<file path="config.mk">
export PLATFORM = sky130hd
export DESIGN_NAME = alu_op_sequencer
export DESIGN_NICKNAME = d
export VERILOG_FILES = /design/src/rtl/alu_ctrl_pkg.sv /design/src/rtl/alu_result_mux.sv /design/src/rtl/alu_op_sequencer.sv
export SDC_FILE = /design/constraint.sdc
export NUM_CORES = 1
export LEC_CHECK = 0
export CORE_MARGIN = 4
export CORE_UTILIZATION = 42
export DETAILED_ROUTE_END_ITERATION = 10
export HOLD_SLACK_MARGIN = 0.15
export MAX_ROUTING_LAYER = met4
export PLACE_DENSITY = 0.85
export SLEW_MARGIN = 20
export SYNTH_ARGS = -nofsm -noshare
export SYNTH_HDL_FRONTEND = slang
export SYNTH_HIERARCHICAL = 1
export SYNTH_SLANG_ARGS = --single-unit
export TNS_END_PERCENT = 100
</file>
<file path="constraint.sdc">
create_clock -name clk_i -period 3.8 [get_ports clk_i]
set_input_delay 0.76 -clock clk_i [delete_from_list [all_inputs] [get_ports clk_i]]
set_output_delay 0.76 -clock clk_i [all_outputs]
set_load 0.02 [all_outputs]
</file>
<file path="src/rtl/alu_ctrl_pkg.sv">
// ---------------------------------------------------------------------------
// alu_ctrl_pkg
// Shared definitions for the ALU command sequencer: unit-select codes taken
// from CMD_FUN[3:2], the sequencer FSM state encoding and the default
// response timeout (in WAIT cycles).
// ---------------------------------------------------------------------------
package alu_ctrl_pkg;

  localparam logic [1:0] UNIT_ARITH = 2'b00;
  localparam logic [1:0] UNIT_LOGIC = 2'b01;
  localparam logic [1:0] UNIT_CMP   = 2'b10;
  localparam logic [1:0] UNIT_SHIFT = 2'b11;

  typedef enum logic [1:0] {
    ST_IDLE  = 2'b00,
    ST_ISSUE = 2'b01,
    ST_WAIT  = 2'b10,
    ST_DONE  = 2'b11
  } state_e;

  localparam int DEFAULT_TIMEOUT = 4;

endpackage

</file>
<file path="src/rtl/alu_result_mux.sv">
// ---------------------------------------------------------------------------
// alu_result_mux
// Combinational selector: picks the result and result-valid flag of the unit
// addressed by unit_sel_i and zero-extends narrow results to 2*WIDTH.
// Ports:
//   unit_sel_i            unit select (alu_ctrl_pkg UNIT_* codes)
//   arith_out_i           2*WIDTH arithmetic result
//   logic/cmp/shift_out_i WIDTH unit results
//   *_flag_i              per-unit result-valid flags
//   data_o                selected, zero-extended result
//   flag_o                selected unit's flag
// ---------------------------------------------------------------------------
module alu_result_mux
  import alu_ctrl_pkg::*;
#(
  parameter int WIDTH = 8
) (
  input  logic [1:0]         unit_sel_i,
  input  logic [2*WIDTH-1:0] arith_out_i,
  input  logic [WIDTH-1:0]   logic_out_i,
  input  logic [WIDTH-1:0]   cmp_out_i,
  input  logic [WIDTH-1:0]   shift_out_i,
  input  logic               arith_flag_i,
  input  logic               logic_flag_i,
  input  logic               cmp_flag_i,
  input  logic               shift_flag_i,
  output logic [2*WIDTH-1:0] data_o,
  output logic               flag_o
);

  always_comb begin
    data_o = '0;
    flag_o = 1'b0;
    unique case (unit_sel_i)
      UNIT_ARITH: begin
        data_o = arith_out_i;
        flag_o = arith_flag_i;
      end
      UNIT_LOGIC: begin
        data_o = {{WIDTH{1'b0}}, logic_out_i};
        flag_o = logic_flag_i;
      end
      UNIT_CMP: begin
        data_o = {{WIDTH{1'b0}}, cmp_out_i};
        flag_o = cmp_flag_i;
      end
      UNIT_SHIFT: begin
        data_o = {{WIDTH{1'b0}}, shift_out_i};
        flag_o = shift_flag_i;
      end
      default: begin
        data_o = '0;
        flag_o = 1'b0;
      end
    endcase
  end

endmodule

</file>
<file path="src/rtl/alu_op_sequencer.sv">
// ---------------------------------------------------------------------------
// alu_op_sequencer
// Command-level controller for the ALU cluster (arith / logic / cmp / shift).
// Accepts one command over a valid/ready port, registers the operands, pulses
// the selected unit's enable for one cycle, waits for that unit's registered
// flag (bounded by TIMEOUT) and returns the result or a timeout error over a
// valid/ready response port.
// Ports:
//   clk_i, rst_i                clock, async active-high reset
//   cmd_valid_i/cmd_ready_o     command handshake
//   cmd_fun_i[3:2]/[1:0]        unit select / unit function
//   cmd_a_i, cmd_b_i            operands
//   alu_a_o, alu_b_o, alu_fun_o registered operands/function to all units
//   *_en_o                      one-cycle unit enables (one-hot or zero)
//   *_out_i, *_flag_i           unit results and result-valid flags
//   rsp_valid_o/rsp_ready_i     response handshake
//   rsp_data_o, rsp_err_o       result (zero-extended) and timeout error
// ---------------------------------------------------------------------------
module alu_op_sequencer
  import alu_ctrl_pkg::*;
#(
  parameter int WIDTH   = 8,
  parameter int TIMEOUT = DEFAULT_TIMEOUT
) (
  input  logic               clk_i,
  input  logic               rst_i,
  input  logic               cmd_valid_i,
  output logic               cmd_ready_o,
  input  logic [3:0]         cmd_fun_i,
  input  logic [WIDTH-1:0]   cmd_a_i,
  input  logic [WIDTH-1:0]   cmd_b_i,
  output logic [WIDTH-1:0]   alu_a_o,
  output logic [WIDTH-1:0]   alu_b_o,
  output logic [1:0]         alu_fun_o,
  output logic               arith_en_o,
  output logic               logic_en_o,
  output logic               cmp_en_o,
  output logic               shift_en_o,
  input  logic [2*WIDTH-1:0] arith_out_i,
  input  logic [WIDTH-1:0]   logic_out_i,
  input  logic [WIDTH-1:0]   cmp_out_i,
  input  logic [WIDTH-1:0]   shift_out_i,
  input  logic               arith_flag_i,
  input  logic               logic_flag_i,
  input  logic               cmp_flag_i,
  input  logic               shift_flag_i,
  output logic               rsp_valid_o,
  input  logic               rsp_ready_i,
  output logic [2*WIDTH-1:0] rsp_data_o,
  output logic               rsp_err_o
);

  localparam int CNT_W = $clog2(TIMEOUT + 1);
  localparam logic [CNT_W-1:0] CNT_LIMIT = CNT_W'(TIMEOUT);

  state_e               state_q, state_d;
  logic [1:0]           unit_q, unit_d;
  logic [WIDTH-1:0]     a_q, a_d;
  logic [WIDTH-1:0]     b_q, b_d;
  logic [1:0]           fun_q, fun_d;
  logic [CNT_W-1:0]     cnt_q, cnt_d;
  logic [2*WIDTH-1:0]   rsp_data_q, rsp_data_d;
  logic                 rsp_err_q, rsp_err_d;

  logic [2*WIDTH-1:0]   sel_data;
  logic                 sel_flag;

  // Only the unit latched at accept time is ever observed, so stray flags
  // from the other units cannot complete the command.
  alu_result_mux #(
    .WIDTH (WIDTH)
  ) u_result_mux (
    .unit_sel_i   (unit_q),
    .arith_out_i  (arith_out_i),
    .logic_out_i  (logic_out_i),
    .cmp_out_i    (cmp_out_i),
    .shift_out_i  (shift_out_i),
    .arith_flag_i (arith_flag_i),
    .logic_flag_i (logic_flag_i),
    .cmp_flag_i   (cmp_flag_i),
    .shift_flag_i (shift_flag_i),
    .data_o       (sel_data),
    .flag_o       (sel_flag)
  );

  always_ff @(posedge clk_i or posedge rst_i) begin
    if (rst_i) begin
      state_q    <= ST_IDLE;
      unit_q     <= UNIT_ARITH;
      a_q        <= '0;
      b_q        <= '0;
      fun_q      <= '0;
      cnt_q      <= '0;
      rsp_data_q <= '0;
      rsp_err_q  <= 1'b0;
    end else begin
      state_q    <= state_d;
      unit_q     <= unit_d;
      a_q        <= a_d;
      b_q        <= b_d;
      fun_q      <= fun_d;
      cnt_q      <= cnt_d;
      rsp_data_q <= rsp_data_d;
      rsp_err_q  <= rsp_err_d;
    end
  end

  always_comb begin
    state_d    = state_q;
    unit_d     = unit_q;
    a_d        = a_q;
    b_d        = b_q;
    fun_d      = fun_q;
    cnt_d      = cnt_q;
    rsp_data_d = rsp_data_q;
    rsp_err_d  = rsp_err_q;

    unique case (state_q)
      ST_IDLE: begin
        if (cmd_valid_i) begin
          a_d     = cmd_a_i;
          b_d     = cmd_b_i;
          fun_d   = cmd_fun_i[1:0];
          unit_d  = cmd_fun_i[3:2];
          state_d = ST_ISSUE;
        end
      end
      ST_ISSUE: begin
        cnt_d   = '0;
        state_d = ST_WAIT;
      end
      ST_WAIT: begin
        // The flag wins over the limit check, so a flag seen on the last
        // counted cycle still completes successfully.
        if (sel_flag) begin
          rsp_data_d = sel_data;
          rsp_err_d  = 1'b0;
          state_d    = ST_DONE;
        end else if (cnt_q == CNT_LIMIT) begin
          rsp_data_d = '0;
          rsp_err_d  = 1'b1;
          state_d    = ST_DONE;
        end else begin
          cnt_d = cnt_q + CNT_W'(1);
        end
      end
      ST_DONE: begin
        if (rsp_ready_i) begin
          state_d = ST_IDLE;
        end
      end
      default: begin
        state_d = ST_IDLE;
      end
    endcase
  end

  // Enables decode straight from the state register so they drop the
  // instant an asynchronous reset forces the state back to IDLE.
  always_comb begin
    arith_en_o = 1'b0;
    logic_en_o = 1'b0;
    cmp_en_o   = 1'b0;
    shift_en_o = 1'b0;
    if (state_q == ST_ISSUE) begin
      arith_en_o = (unit_q == UNIT_ARITH);
      logic_en_o = (unit_q == UNIT_LOGIC);
      cmp_en_o   = (unit_q == UNIT_CMP);
      shift_en_o = (unit_q == UNIT_SHIFT);
    end
  end

  assign cmd_ready_o = (state_q == ST_IDLE);
  assign rsp_valid_o = (state_q == ST_DONE);
  assign rsp_data_o  = rsp_data_q;
  assign rsp_err_o   = rsp_err_q;
  assign alu_a_o     = a_q;
  assign alu_b_o     = b_q;
  assign alu_fun_o   = fun_q;

endmodule

</file>
==> results of run 1 <==
stage by stage:
stage               power, mW  util, %  std cells  area (sq um)  hold WS [ns]
floorplan                1.68        -        144          2060         0.465
global placement         2.23     67.1        312          3170         0.482
detailed placement       2.27     67.1        312          3170         0.481
CTS                      2.63     69.4        320          3280         0.507
global route             2.77     69.4        320          3280         0.518
finish                   2.60     69.4        320          3280         0.502
synthesized netlist by cell type (all sizes together):
master    n  area share [%]
a31o      1            0.43
inv       8             1.5
dfrtp    42              51
and2      1            0.30
buf      10             3.6
mux2     21              11
mux4      9              11
nand2b    2            0.61
a222oi    1            0.49
a21oi     2            0.67
a22oi     1            0.37
nor2      2            0.37
mux2i     2            0.97
ha        7             4.3
a2bb2oi   1            0.43
and3      2            0.61
nor3b     9             3.3
nand3     1            0.24
a22o     16             6.8
and3b     1            0.43
nand2     5            0.91
power by group through the flow:
stage / clock network [mW] / registers, mW / logic (mW)
after floorplan: 0 / 1.02 / 0.657
after global placement: 0 / 0.794 / 1.44
after detailed placement: 0 / 0.803 / 1.47
after CTS: 0.360 / 0.797 / 1.48
after global routing: 0.380 / 0.826 / 1.57
final: 0.352 / 0.795 / 1.46
final cells by class:
cell class	instances	share of cell area, %
repair buffers	111	33.7
well taps	67	2.56
clock inverters	2	1.14
clock buffers	6	2.21
inverters	8	0.916
flip-flops and latches	42	32.0
multi-input cells	84	27.5
flip-flops by register name, indices dropped and copies added, names as in the netlist:
register and flops:
unit_q 2, alu_a_o 8, rsp_data_o 16, rsp_err_o 1
state_q 2, alu_b_o 8, cnt_q 3, alu_fun_o 2
cell usage in the layout (no fill, tap or decap), types with 2 or more instances in the layout:
master	instances
dfrtp_1	42
inv_1	7
buf_4	3
clkdlybuf4s50_1	108
nand2b_1	2
mux2i_1	2
mux2_2	20
mux4_2	2
nor2_1	2
a22o_1	16
and3_1	2
mux4_1	7
nor3b_1	9
nand2_1	5
ha_1	7
clkbuf_8	5
layer usage:
layer / vias to the layer above / GRT usage, %
li1: 750 / -
met1: 832 / 23.9
met2: 66 / 29.3
met3: 6 / 5.57
met4: 0 / 5.59
met5: - / -
worst max-delay path by stage:
stage,from,end,slack [ns]
floorplan,logic_flag_i,rsp_data_o[0],1.75
global placement,logic_flag_i,rsp_err_o,1.07
detailed placement,logic_flag_i,rsp_err_o,0.96
CTS,state_q[1],arith_en_o,1.12
global route,state_q[1],arith_en_o,0.98
finish,state_q[1],arith_en_o,1.13
logic make-up (layout without fill, tap and decap cells):
| kind of cell | count (synthesis) | in the layout | synth area share, % |
|---|---|---|---|
| compound gates | 22 | 22 | 9.18 |
| fa+ha+maj | 7 | 7 | 4.26 |
| buf+inv | 18 | 127 | 5.11 |
| flops | 42 | 42 | 51.1 |
| mux | 32 | 32 | 23.6 |
| simple gates | 23 | 23 | 6.75 |
worst reg2reg max path: cells and delay by family, from the launching register on:
| kind | cells | cell delay, ns |
|---|---|---|
| flip-flops | 1 | 0.44 |
| AND/OR/NAND/NOR | 1 | 0.58 |
| buffers and inverters | 1 | 0.30 |
| AO/OA/AOI/OAI | 2 | 0.39 |
| multiplexers | 1 | 0.63 |
==> results.json, run 1 <==
{
  "power_switching_mw": 0.972,
  "min_to": "rsp_data_o[5]",
  "crit_cells": 4,
  "top_layer": "met4",
  "ys_seq_area_share_pct": 51.1,
  "post-place-ws_ns": 0.960,
  "reg2reg_depth": 5,
  "maxCapViolCount": 0,
  "syn2layout_area_growth_pct": 59.4,
  "status": "complete, no violations",
  "p_int_mw": 1.63,
  "slew_headroom_pct": 45.3,
  "die_w_um": 78.0,
  "multi_input_area_sq_um": 901,
  "cts_buffers": 5,
  "detailed_place_hpwl_um": 3950,
  "antenna_found_initial": 0,
  "drive_gt1_share_pct": 13.4,
  "finalSetupViolations": 0,
  "drt-met1-wl_um": 2260,
  "synth_cells": 144,
  "r2r_start": "unit_q[0]",
  "hold_start": "rsp_data_o[5]",
  "start_util_pct": 43.5,
  "rsz0062_at_grt": "false",
  "clock-root-buffer": "clkbuf_8",
  "fp-row-count": 25,
  "vias": 1654,
  "setup_ws_ns": 1.13,
  "dr_wl_met2_um": 2630,
  "cts.sinks": 42,
  "finalWeightedCongestion": 0.823,
  "finalSetupTns_ns": 0,
  "cp_top_family": "buffers and inverters",
  "syn_avg_cell_area_sq_um": 14.3,
  "clk_pin_slew_ns": 0.08,
  "clockBufferDepth": 2,
  "max_clock_freq_mhz": 374,
  "io_pins": 109,
  "holdBufCountCts": 0,
  "fill_cells": 360,
  "power.share.switching_pct": 37.3,
  "whs_path_depth": 1,
  "worst_ep_arrival_time_ns": 1.91,
  "grt_pass1_vias": 1749,
  "period_share_pct": 70.3,
  "ff2ff_setup_slack_ns": 1.32,
  "path_cells": "inv_1, ha_1, nor3b_1, clkdlybuf4s50_1",
  "vias_per_cell": 5.17,
  "drt_pass1_iterations": 6,
  "tightest_slew_ns": 0.818,
  "required_ns": 3.04,
  "min_path_type": "flip-flop to flip-flop",
  "fin_nets": 327,
  "cellPowerDensity_nw_per_um2": 794,
  "mappedNetlistNets": 219,
  "grt_usage_pct": 18.8,
  "hold_violations": 0,
  "cp-end-kind": "output port",
  "slowest_delay_ns": 0.64,
  "cellLeakagePower_nw": 1.41,
  "post_cts_buffers": 0,
  "clock_latency_ns": 0.29,
  "cts_tree": "built",
  "grt_max_degree": 43,
  "fp.dieArea_sq_um": 6080,
  "yosys_warnings": 6,
  "vdd_drop_max_mv": 0.402,
  "met3RoutedLength_um": 356,
  "fin_crit_ns": 2.67,
  "start_kind": "flip-flop",
  "route.detailed.drc": 0,
  "combinationalPowerShare_pct": 56.0,
  "yosys_register_bits": 42,
  "slew_viol_final": 0,
  "p_clk_share_pct": 13.5,
  "cp_max_fo": 5,
  "ys_types": 27,
  "crit_buf_inv": 2,
  "crit_path_top_delay_cell": "clkdlybuf4s50_1",
  "critical_path_class": "flip-flop to output port",
  "grt_overflow": 0,
  "io_buffer_count": 108,
  "timing.rr.end": "rsp_err_o",
  "register_area_sq_um": 1050,
  "wire_per_inst_um": 16.6,
  "seq_power_share_pct": 30.5,
  "finalWirelength_um": 5310,
  "drtAntennaViolNets": 0,
  "grt_pass1_wl_um": 8710,
  "drt_iter0_drc": 138,
  "syn-cell-area_sq_um": 2060,
  "antennaDiodeCount": 0,
  "clock_skew_ns": 0.00530,
  "fp.dieH_um": 78.0,
  "cts_htree_levels": 2,
  "core_area_sq_um": 4720,
  "cts_resized": 0
}
(Power assumes the default switching activity.)
==> run 2: changes to the inputs <==
- CORE_UTILIZATION: 42 -> 39
- PLACE_DENSITY: 0.85 -> 0.8
- clock period: 3.8 -> 2.8 ns (I/O delays scaled with it)
==> results.json, run 2 (same netlist as run 1, synthesis figures left out) <==
{
  "syn2layout_area_growth_pct": 60.3,
  "start_util_pct": 40.3,
  "required_ns": 2.24,
  "antenna_found_initial": 0,
  "io_pins": 109,
  "fin_nets": 329,
  "slowest_delay_ns": 0.65,
  "drt_iter0_drc": 90,
  "vdd_drop_max_mv": 0.568,
  "cp-end-kind": "output port",
  "core_area_sq_um": 5110,
  "route.detailed.drc": 0,
  "clock-root-buffer": "clkbuf_8",
  "crit_path_top_delay_cell": "clkdlybuf4s50_1",
  "grt_pass1_wl_um": 8400,
  "io_buffer_count": 108,
  "maxCapViolCount": 0,
  "clock_skew_ns": 0.00505,
  "drtAntennaViolNets": 0,
  "hold_violations": 0,
  "cts_buffers": 5,
  "detailed_place_hpwl_um": 4030,
  "worstSetupStartpoint": "state_q[1]",
  "hold_start": "cnt_q[2]",
  "ff2ff_setup_slack_ns": 0.75,
  "power_mw": 3.54,
  "grt_max_degree": 43,
  "crit_buf_inv": 2,
  "tightest_slew_ns": 0.854,
  "fp.dieArea_sq_um": 6500,
  "max_clock_freq_mhz": 406,
  "holdBufCountCts": 0,
  "cp_top_family": "buffers and inverters",
  "cts.sinks": 42,
  "vias_per_cell": 4.98,
  "final_cells": 325,
  "slew_headroom_pct": 43.0,
  "finalWeightedCongestion": 0.724,
  "finalSetupViolations": 0,
  "reg2reg_depth": 5,
  "grt_pass1_vias": 1749,
  "clk_pin_slew_ns": 0.08,
  "status": "complete, no violations",
  "r2r_start": "unit_q[0]",
  "whs_path_depth": 1,
  "path_cells": "inv_1, ha_1, nor3b_1, clkdlybuf4s50_1",
  "drt_pass1_iterations": 4,
  "slew_viol_final": 0,
  "clock_latency_ns": 0.29,
  "vias": 1620,
  "cp_max_fo": 5,
  "finalWirelength_um": 5220,
  "grt_overflow": 0,
  "layout_common_cells": "108 x clkdlybuf4s50_1, 42 x dfrtp_1, 20 x mux2_2",
  "cts_htree_levels": 2,
  "die_w_um": 80.6,
  "fp.dieH_um": 80.6,
  "period_share_pct": 87.9,
  "drive_gt1_share_pct": 14.9,
  "timing.rr.end": "rsp_data_o[15]",
  "min_path_type": "flip-flop to flip-flop",
  "cellLeakagePower_nw": 1.43,
  "rsz0062_at_grt": "false",
  "start_kind": "flip-flop",
  "fp-row-count": 26,
  "wire_per_inst_um": 16.1,
  "final_common_cell": "clkdlybuf4s50_1",
  "largest_reg_flops": 16,
  "critical_path_class": "flip-flop to output port",
  "fin_crit_ns": 2.46,
  "min_to": "cnt_q[2]",
  "clockBufferDepth": 2,
  "cts_tree": "built",
  "finalSetupTns_ns": 0,
  "worst_ep_arrival_time_ns": 1.90,
  "post_cts_buffers": 0,
  "grt_usage_pct": 17.5,
  "antennaDiodeCount": 0,
  "cts_resized": 0,
  "cellPowerDensity_nw_per_um2": 1070,
  "place_inst": 317
}
-- run 2: final cells by class --
cell class	instances	area, sq um
clock buffers	5	68.8
clock inverters	3	40.0
fillers	421	1810
inverters	8	30.0
multi-input cells	84	901
flip-flops and latches	42	1050
well taps	70	87.6
repair buffers	113	1120
-- run 2: report_power, final --
group	internal, mW	total, mW	switching [mW]
combinational	1.06	1.97	0.908
sequential	0.908	1.10	0.195
clock	0.263	0.468	0.206
total	2.23	3.54	1.31
-- run 2: metrics by stage --
stage	util, %	hold WS (ns)	area [sq um]	setup WS [ns]
finish	64.6	0.499	3300	0.339
detailed placement	62.4	0.485	3190	0.294
CTS	64.6	0.506	3300	0.283
global route	64.6	0.520	3300	0.175
floorplan	-	0.465	2060	0.903
global placement	62.4	0.483	3190	0.375
-- run 2: worst max-delay path by stage --
stage	end	cells after the start
detailed placement	rsp_data_o[15]	6
global placement	rsp_data_o[10]	6
floorplan	rsp_data_o[0]	6
finish	arith_en_o	4
global route	arith_en_o	4
CTS	arith_en_o	4
-- run 2: routing by layer --
metal	vias to the layer above	GRT usage, %	routed length, um
met1	784	21.3	2110
met2	68	27.7	2580
met3	11	4.82	416
li1	757	-	-
met4	0	6.59	114
met5	-	-	0
